==> src/rtl/demux_stream.sv <==
// demux_stream: valid/ready stream steered by in_select into 2^n independent 2-entry FIFOs
// clk, rst_n      : rising-edge clock, synchronous active-low reset
// in_valid/ready  : producer handshake; in_select picks the channel, in_data is the word
// out_valid/ready : per-channel consumer handshake, bit k for channel k
// out_data        : packed FIFO heads, channel k at out_data[k*WIDTH +: WIDTH]
// xfer_count      : accepted-word counter, wraps
module demux_stream #(
  parameter int n     = 2,
  parameter int WIDTH = 32,
  parameter int CNT_W = 16
) (
  input  logic                     clk,
  input  logic                     rst_n,
  input  logic                     in_valid,
  output logic                     in_ready,
  input  logic [n-1:0]             in_select,
  input  logic [WIDTH-1:0]         in_data,
  output logic [(1<<n)-1:0]        out_valid,
  input  logic [(1<<n)-1:0]        out_ready,
  output logic [(1<<n)*WIDTH-1:0]  out_data,
  output logic [CNT_W-1:0]         xfer_count
);
  localparam int C = 1 << n;
  logic [1:0]       w_cnt [C];
  logic             w_push;
  logic [CNT_W-1:0] r_xfer;
  // in_ready looks only at registered occupancy, so a same-cycle pop on a full channel frees nothing
  always_comb begin
    in_ready = w_cnt[in_select] != 2'd2;
    w_push   = in_valid && in_ready;
  end
  assign xfer_count = r_xfer;
  always_ff @(posedge clk) r_xfer <= !rst_n ? '0 : r_xfer + CNT_W'(w_push);
  for (genvar g = 0; g < C; g++) begin : g_ch
    logic [1:0]       r_cnt;
    logic             r_rd, r_wr;
    logic [WIDTH-1:0] r_mem [2];
    logic             w_wr, w_rd;
    always_comb begin
      w_wr = w_push && in_select == n'(g);
      w_rd = r_cnt != 2'd0 && out_ready[g];
    end
    assign w_cnt[g]                    = r_cnt;
    assign out_valid[g]                = r_cnt != 2'd0;
    assign out_data[g*WIDTH +: WIDTH]  = r_mem[r_rd];
    always_ff @(posedge clk)
      if (!rst_n) begin
        r_cnt    <= '0;
        r_rd     <= 1'b0;
        r_wr     <= 1'b0;
        r_mem[0] <= '0;
        r_mem[1] <= '0;
      end else begin
        if (w_wr) r_mem[r_wr] <= in_data;
        r_wr  <= r_wr ^ w_wr;
        r_rd  <= r_rd ^ w_rd;
        r_cnt <= r_cnt + {1'b0, w_wr} - {1'b0, w_rd};
      end
  end
endmodule
==> config.mk <==
export PLATFORM = sky130hd
export DESIGN_NAME = demux_stream
export DESIGN_NICKNAME = d
export VERILOG_FILES = /design/src/rtl/demux_stream.sv
export SDC_FILE = /design/constraint.sdc
export NUM_CORES = 1
export LEC_CHECK = 0
export ABC_AREA = 1
export CAP_MARGIN = 15
export CORE_MARGIN = 10
export CORE_UTILIZATION = 48
export DETAILED_ROUTE_END_ITERATION = 6
export PLACE_DENSITY = 0.84
export REMOVE_ABC_BUFFERS = 1
export SKIP_CTS_REPAIR_TIMING = 1
export SYNTH_ARGS = -nofsm -noshare
export SYNTH_HDL_FRONTEND = slang
export SYNTH_SLANG_ARGS = --single-unit
==> constraint.sdc <==
create_clock -name clk -period 2.75 [get_ports clk]
set_input_delay 0.55 -clock clk [delete_from_list [all_inputs] [get_ports clk]]
set_output_delay 0.55 -clock clk [all_outputs]
set_load 0.02 [all_outputs]
==> Word-level counts from Yosys, hierarchy flattened <==
Memories as Yosys holds them, arrays and structs flattened. A register that Yosys moved wholly into a read port is not among the register bits.
Cells that the tools add are included.
W data, S select, Z words.
{ "word_totals": {"register_bits": 32, "ramBits": 256, "input_bits": 41, "out_inout_bits": 149, "wordCells": 90, "n_memories": 4} }
{ "classes": {"add_sub_neg": 9, "n_lt_le_gt_ge": 1, "n_eq_ne": 4, "n_mux": 32, "bitwise_logic": 9, "reduce_logical": 18} }
{ "mem_list": {"columns": ["memory", "depth", "width", "read_ports", "rd_ports_with_merged_regs", "wr", "line", "text"], "rows": [
  ["g_ch[0].r_mem", 2, 32, 1, 1, 2, "37", "logic [WIDTH-1:0] r_mem [2];"],
  ["g_ch[1].r_mem", 2, 32, 1, 1, 2, "37", null],
  ["g_ch[2].r_mem", 2, 32, 1, 1, 2, "37", null],
  ["g_ch[3].r_mem", 2, 32, 1, 1, 2, "37", null]
]} }
{ "ops": {"columns": ["cell", "n"], "rows": [
  ["$mux W32", 4],
  ["$reduce_or A32 Y1", 4],
  ["$mux W1", 25],
  ["$add A16 B1 Y16", 1],
  ["$logic_and A1 B1 Y1", 9],
  ["$add A2 B1 Y2", 4],
  ["$reduce_bool A2 Y1", 4],
  ["$sub A2 B1 Y2", 4],
  ["$xor A1 B1 Y1", 8],
  ["$bmux W2 S2", 1],
  ["$eq A2 B2 Y1 const B", 2],
  ["$mux W2", 2],
  ["$ge A3 B3 Y1 const B", 1],
  ["$not A2 Y3", 1],
  ["$eq A2 B1 Y1 const B", 1],
  ["$logic_not A2 Y1", 1],
  ["$ne A2 B2 Y1 const B", 1]
]} }

==> Longest topological paths before layout <==
Gate-level depths: netlist (run 1).
{ "logic_depth": {"word_depth": 12, "ltp_mapped": 16, "ltp_nobuf": 15} }

==> Worst setup path after synthesis (run 1) <==
Ideal clock, no wire load.
{ "synth_timing": {"kind": "in2reg", "startpoint": "input in_select[0]", "endpoint": "memory g_ch[1].r_mem[1][0], enable pin", "setup_ns": 0.389, "t_arrival_ns": 2.248, "path_slack_ns": 0.113, "path_stages": 9, "n_path_buf": 2, "cell_sequence": "buf_6 nor2_4 nand2_1 nand2_1 nor2_2 a21boi_4 nand3_2 buf_6 nand2_1"} }
{ "synth_lines": {"columns": ["item", "line", "text"], "rows": [
  ["from (decl)", "16", "input logic [n-1:0] in_select,"],
  ["to (decl)", "37", null]
]} }

==> impl_metrics.env, run 1 <==
export IMPL_drv_cap=0
export IMPL_fin_crit_sh_pct=97.6
export IMPL_crit_slowest_cell="clkdlybuf4s50_1"
export IMPL_netlist_cell_type_count=31
export IMPL_rsz0062_at_grt="no"
export IMPL_routed_via_count=8473
export IMPL_synth_top_cell_area_share_pct=61.0
export IMPL_yosys_area_share_xor_xnor_pct=0.348
export IMPL_synth_compound_area_share_pct=1.80
export IMPL_die_area_sq_um=33100
export IMPL_worst_pin_slew_ns=0.648
export IMPL_syn_area_sq_um=12600
export IMPL_slew_viol_final=0
export IMPL_row_count=59
export IMPL_ctsHtreeMaxLevel=1
export IMPL_synthMuxAreaShare_pct=11.4
export IMPL_remaining_drc_errors=0
export IMPL_finalInstanceArea_sq_um=16000
export IMPL_arrival_ns=2.13
export IMPL_die_width_um=182
export IMPL_antenna_found_initial=1
export IMPL_crit_chain="buf_12 > mux2_2 > clkdlybuf4s50_1"
export IMPL_cts_root_buf="clkbuf_16"
export IMPL_die_h_um=182
export IMPL_syn_area_per_cell_sq_um=13.0
export IMPL_hp_class="flop to flop"
export IMPL_ios=190
export IMPL_finClkSkew_ns=0.00776
export IMPL_critical_path_top_delay_family="buffers and inverters"
export IMPL_drtIter0Drc=551
export IMPL_max_clock_freq_mhz=373
export IMPL_port_buffers=189
export IMPL_synthSimpleGateAreaFrac_pct=13.6
export IMPL_dp_final_hpwl_um=21200
export IMPL_synth_top_family_by_area="simple AND/OR/NAND/NOR gates"
export IMPL_drive_above_1_share_pct=21.6
export IMPL_p_leak_nw=6.17
export IMPL_grt_pass1_vias=8799
export IMPL_status="completed"
export IMPL_post_synth_top_area_cell="edfxtp_1"
export IMPL_syn2layout_area_growth_pct=27.4
export IMPL_post_drt_via_cell_ratio=5.53
export IMPL_holdWs_ns=0.447
export IMPL_ys_warn_count=0
export IMPL_reg2regPathDepth=14
export IMPL_cts_tree="done"
export IMPL_cts_buffer_depth=3
export IMPL_path_buf_inv=2
export IMPL_slew_headroom_pct=56.8
export IMPL_numCtsBuffers=29
export IMPL_clkLatencyLatePin_ns=0.53
export IMPL_seq_area_frac_synth_pct=66.8
export IMPL_min_period_ns=2.68
export IMPL_path_clk_slew_ns=0.06
export IMPL_worstSetupPathType="flop to output port"
export IMPL_core_sq_um=25900
export IMPL_worstSetupEndpointType="output port"
export IMPL_reg2reg_to="xfer_count[12]$_SDFF_PN0_"
export IMPL_grt_start_max_net_pins=110
export IMPL_fin_nets=1228
export IMPL_ys_ff_latch=292
export IMPL_crit_fanout=13
export IMPL_hold_path_depth=1
export IMPL_grt_overflow=0
export IMPL_timing_rr_start="g_ch[3].r_cnt[1]$_SDFF_PN0_"
export IMPL_ant_nets=0
export IMPL_synthAdderAreaFrac_pct=0.993
export IMPL_setup_violations=0
export IMPL_min_from="g_ch[1].r_rd$_SDFF_PN0_"
export IMPL_cellPowerDensity_nw_per_um2=776
export IMPL_grtUsageTotal_pct=19.3
export IMPL_critPathMaxStageDelay_ns=0.55
export IMPL_routed_wirelength_um=33000
export IMPL_firstDrtPassIters=5
export IMPL_placed_area_sq_um=15200
export IMPL_start_util_pct=48.6
export IMPL_place_congestion=0.820
export IMPL_ys_top_cells_by_area="edfxtp_1 (61%), mux2_2 (11%), dfxtp_1 (5.7%)"
export IMPL_grt_pass1_wl_um=50600
export IMPL_cts_sinks=292
export IMPL_max_vdd_ir_drop_uv=458
export IMPL_hold_viol_final=0
export IMPL_crit_path_start_kind="flop"
export IMPL_fill_cells=1917
export IMPL_cp_required_ns=2.20
export IMPL_n_antenna_cell=0
export IMPL_regToRegSetupSlack_ns=0.63
export IMPL_wl_per_cell_um=21.6
export IMPL_syn_inst=969
==> cell families (layout without fill, tap and decap cells) <==
family          after synthesis  after routing
mux                         128            128
compound gates               42             42
xor+xnor                      5              5
buf+inv                     130            358
simple gates                362            362
fa+ha+maj                    10             10
flops                       292            292
==> synthesized netlist by cell type <==
library cell    n
a21boi_4        1
a21oi_1        21
buf_1          12
buf_2           1
buf_4          12
buf_6          13
clkbuf_1       22
clkinv_1        1
dfxtp_1        36
edfxtp_1      256
ha_1           10
inv_1          68
inv_2           1
mux2_2        128
nand2_1        54
nand2_2         1
nand2_4         1
nand3_1        12
nand3_2         4
nand3b_1        1
nand4_1         3
nand4_4         4
nor2_1        142
nor2_2          4
nor2_4          1
nor3_1        123
nor3_2          7
o21a_1          1
o21ai_0        19
or2_2           5
xor2_1          5
==> through the flow <==
step | TNS [ns] | power, mW | utilization [%] | worst slack, ns | instances
6_report | 0 | 12.4 | 61.9 | 0.0667 | 1532
4_1_cts | -1.30 | 12.5 | 61.9 | -0.0961 | 1532
3_5_place_dp | -0.761 | 8.89 | 58.5 | -0.167 | 1481
5_1_grt | 0 | 12.9 | 61.9 | 0.0000597 | 1532
2_1_floorplan | -83.28 | 7.19 | - | -0.640 | 909
3_3_place_gp | -0.0329 | 8.82 | 58.5 | -0.0319 | 1481
==> layer usage <==
| metal | global-route usage [%] | vias to the layer above | part of all wire [%] |
|---|---|---|---|
| li1 | - | 3838 | - |
| met1 | 24.1 | 4171 | 40 |
| met2 | 32.0 | 390 | 48 |
| met3 | 5.35 | 72 | 9.1 |
| met4 | 5.76 | 2 | 2.4 |
| met5 | 0 | - | 0.061 |
==> flip-flops by register name, summed over array words and instances (netlist names), named ones only <==
signal,flops
g_ch.r_cnt,8
g_ch.r_mem,256
g_ch.r_rd,4
g_ch.r_wr,4
xfer_count,16
==> cell type report <==
class	instances	area [sq um]	share of cell area (%)
sequential	292	8420	52.4
multi-input combinational	547	3570	22.3
timing repair buffer	237	2500	15.6
clock buffer	39	806	5.02
tap	335	419	2.61
inverter	70	265	1.65
clock inverter	12	67.6	0.421
==> worst register-to-register path, stage by stage (launching register included) <==
cell,delay [ns]
dfxtp_1,0.35
nand2_1,0.09
nand2_1,0.07
nand2_1,0.09
nand2_2,0.10
a21boi_4,0.17
ha_1,0.19
ha_1,0.17
nand2_1,0.10
nor2_1,0.22
nand2_1,0.14
nor2_1,0.14
nand2_1,0.06
nand2_1,0.05
a21oi_1,0.05
==> layout by cell type, fill, tap and decap left out, types with 2 or more instances in the layout <==
| cell type | synthesis | final |
|---|---|---|
| a21oi_1 | 21 | 21 |
| buf_12 | 0 | 19 |
| buf_4 | 12 | 29 |
| clkbuf_1 | 22 | 8 |
| clkbuf_16 | 0 | 31 |
| clkdlybuf4s50_1 | 0 | 186 |
| clkinv_1 | 1 | 3 |
| clkinv_2 | 0 | 5 |
| dfxtp_1 | 36 | 32 |
| dfxtp_2 | 0 | 3 |
| dlymetal6s2s_1 | 0 | 3 |
| edfxtp_1 | 256 | 256 |
| ha_1 | 10 | 10 |
| inv_1 | 68 | 68 |
| inv_4 | 0 | 2 |
| mux2_2 | 128 | 128 |
| nand2_1 | 54 | 46 |
| nand2_2 | 1 | 9 |
| nand3_1 | 12 | 12 |
| nand3_2 | 4 | 4 |
| nand4_1 | 3 | 3 |
| nand4_4 | 4 | 4 |
| nor2_1 | 142 | 142 |
| nor2_2 | 4 | 4 |
| nor3_1 | 123 | 123 |
| nor3_2 | 7 | 7 |
| o21ai_0 | 19 | 19 |
| or2_2 | 5 | 5 |
| xor2_1 | 5 | 5 |
==> how the worst max path moves through the flow <==
stage / start / endpoint / slack (ns) / cells past startpoint
4_1_cts: flop / out_data[13] / -0.1 / 3
3_3_place_gp: in_select[0] / xfer_count[12]$_SDFF_PN0_ / -0.03 / 16
2_1_floorplan: rst_n / xfer_count[4]$_SDFF_PN0_ / -0.64 / 3
6_report: flop / out_data[6] / 0.07 / 3
3_5_place_dp: in_select[0] / xfer_count[12]$_SDFF_PN0_ / -0.17 / 16
5_1_grt: flop / out_data[6] / 0.00006 / 3
==> report_power, final <==
| part | internal (mW) | switching [mW] | leakage, nW |
|---|---|---|---|
| Combinational | 1.60 | 1.86 | 2.78 |
| Sequential | 5.16 | 0.162 | 2.96 |
| Clock | 2.05 | 1.61 | 0.429 |
| Total | 8.82 | 3.63 | 6.17 |
(Power assumes the default switching activity.)
==> run 2: changes to the inputs <==
GPL_ROUTABILITY_DRIVEN = 0   (was default)
SKIP_CTS_REPAIR_TIMING = default   (was 1)
==> run 2 against run 1 <==
  * Critical path type unchanged
  * Critical endpoint unchanged
  * Largest power group unchanged
  * Combinational power barely moved
  * Setup slack got worse by 0.0017 ns
  * Largest cell class unchanged
  * Non-clock buffer count unchanged
  * Register-to-register slack is essentially flat
  * Sequential power about the same
  * Sequential share of layout area about the same
  * Final cell count unchanged
==> impl_metrics.env, run 2 (same netlist as run 1, synthesis figures left out) <==
export IMPL_drive_above_1_share_pct=21.6
export IMPL_rsz0062_at_grt="no"
export IMPL_max_vdd_ir_drop_uv=459
export IMPL_die_h_um=182
export IMPL_antenna_found_initial=1
export IMPL_cts_setup_buffers=0
export IMPL_row_count=59
export IMPL_grtUsageTotal_pct=19.3
export IMPL_min_period_ns=2.68
export IMPL_fin_crit_sh_pct=97.6
export IMPL_cts_buffer_depth=3
export IMPL_numCtsBuffers=29
export IMPL_final_cell_mix="edfxtp_1 (256), clkdlybuf4s50_1 (186), nor2_1 (142), mux2_2 (128), nor3_1 (123)"
export IMPL_die_width_um=182
export IMPL_n_antenna_cell=0
export IMPL_ant_nets=0
export IMPL_grt_pass1_vias=8803
export IMPL_layout_commonest_cell="edfxtp_1"
export IMPL_hold_viol_final=0
export IMPL_slew_viol_final=0
export IMPL_start_util_pct=48.6
export IMPL_cts_tree="done"
export IMPL_crit_chain="buf_12 > mux2_2 > clkdlybuf4s50_1"
export IMPL_die_area_sq_um=33100
export IMPL_finClkSkew_ns=0.00826
export IMPL_drv_cap=0
export IMPL_cts_sinks=292
export IMPL_worstSetupPathType="flop to output port"
export IMPL_firstDrtPassIters=5
export IMPL_total_power_mw=12.4
export IMPL_max_flop_register="g_ch.r_mem"
export IMPL_critPathMaxStageDelay_ns=0.55
export IMPL_grt_overflow=0
export IMPL_finalInstanceArea_sq_um=16000
export IMPL_routed_wirelength_um=33100
export IMPL_remaining_drc_errors=0
export IMPL_port_buffers=189
export IMPL_slew_headroom_pct=56.8
export IMPL_worst_pin_slew_ns=0.648
export IMPL_cp_required_ns=2.20
export IMPL_grt_pass1_wl_um=50600
export IMPL_fin_nets=1228
export IMPL_status="completed"
export IMPL_crit_path_start_kind="flop"
export IMPL_path_buf_inv=2
export IMPL_post_drt_via_cell_ratio=5.53
export IMPL_cellPowerDensity_nw_per_um2=776
export IMPL_crit_fanout=13
export IMPL_arrival_ns=2.13
export IMPL_largest_reg_flops=256
export IMPL_path_clk_slew_ns=0.06
export IMPL_critical_path_top_delay_family="buffers and inverters"
export IMPL_core_sq_um=25900
export IMPL_placed_area_sq_um=15200
export IMPL_hp_class="flop to flop"
export IMPL_wl_per_cell_um=21.6
export IMPL_max_clock_freq_mhz=372
export IMPL_p_leak_nw=6.16
export IMPL_syn2layout_area_growth_pct=27.4
export IMPL_drtIter0Drc=551
export IMPL_setup_violations=0
export IMPL_worstSetupEndpointType="output port"
export IMPL_dp_final_hpwl_um=21200
export IMPL_ios=190
export IMPL_routed_via_count=8473
export IMPL_ctsHtreeMaxLevel=1
export IMPL_regToRegSetupSlack_ns=0.62
export IMPL_cts_root_buf="clkbuf_16"
export IMPL_clkLatencyLatePin_ns=0.53
export IMPL_grt_start_max_net_pins=110
export IMPL_crit_slowest_cell="clkdlybuf4s50_1"
## run 2: report_power, final
part / internal (mW) / total [mW] / switching, mW
clock network: 2.05 / 3.66 / 1.61
registers: 5.16 / 5.33 / 0.162
logic: 1.60 / 3.46 / 1.86
total: 8.82 / 12.4 / 3.63
## run 2: timing repair
| item | in CTS | in global routing |
|---|---|---|
| setup endpoints to repair | 25 | 2 |
| hold buffers | 0 | 0 |
| gates resized for setup | 2 | 2 |
## run 2: layer usage
metal | up-vias | global-route usage (%) | part of all wire [%]
met3 | 73 | 5.35 | 9.0
li1 | 3841 | - | -
met1 | 4173 | 24.1 | 40
met2 | 384 | 32.0 | 48
met5 | - | 0 | 0.061
met4 | 2 | 5.76 | 2.4
## run 2: worst paths after layout
path,startpoint,to,cells after the start
min reg2reg,g_ch[1].r_rd$_SDFF_PN0_,flop,1
max,flop,out_data[6],3
max reg2reg,g_ch[3].r_cnt[1]$_SDFF_PN0_,xfer_count[12]$_SDFF_PN0_,14
min,g_ch[1].r_rd$_SDFF_PN0_,flop,1
## run 2: cell type report
type / count / area, sq um
repair buffers: 237 / 2490
multi-input cells: 547 / 3570
fillers: 1919 / 9870
well taps: 335 / 419
flip-flops and latches: 292 / 8420
inverters: 70 / 265
clock inverters: 12 / 67.6
clock buffers: 39 / 806
## run 2: metrics by stage
step,TNS [ns],instances,setup slack (ns),hold WS [ns],util (%)
floorplan,-83.28,909,-0.640,0.425,-
global placement,-0.0329,1481,-0.0319,0.426,58.5
detailed placement,-0.761,1481,-0.167,0.436,58.5
CTS,0,1532,0.0186,0.447,61.9
global route,0,1532,0.0000597,0.459,61.9
finish,0,1532,0.0650,0.447,61.9
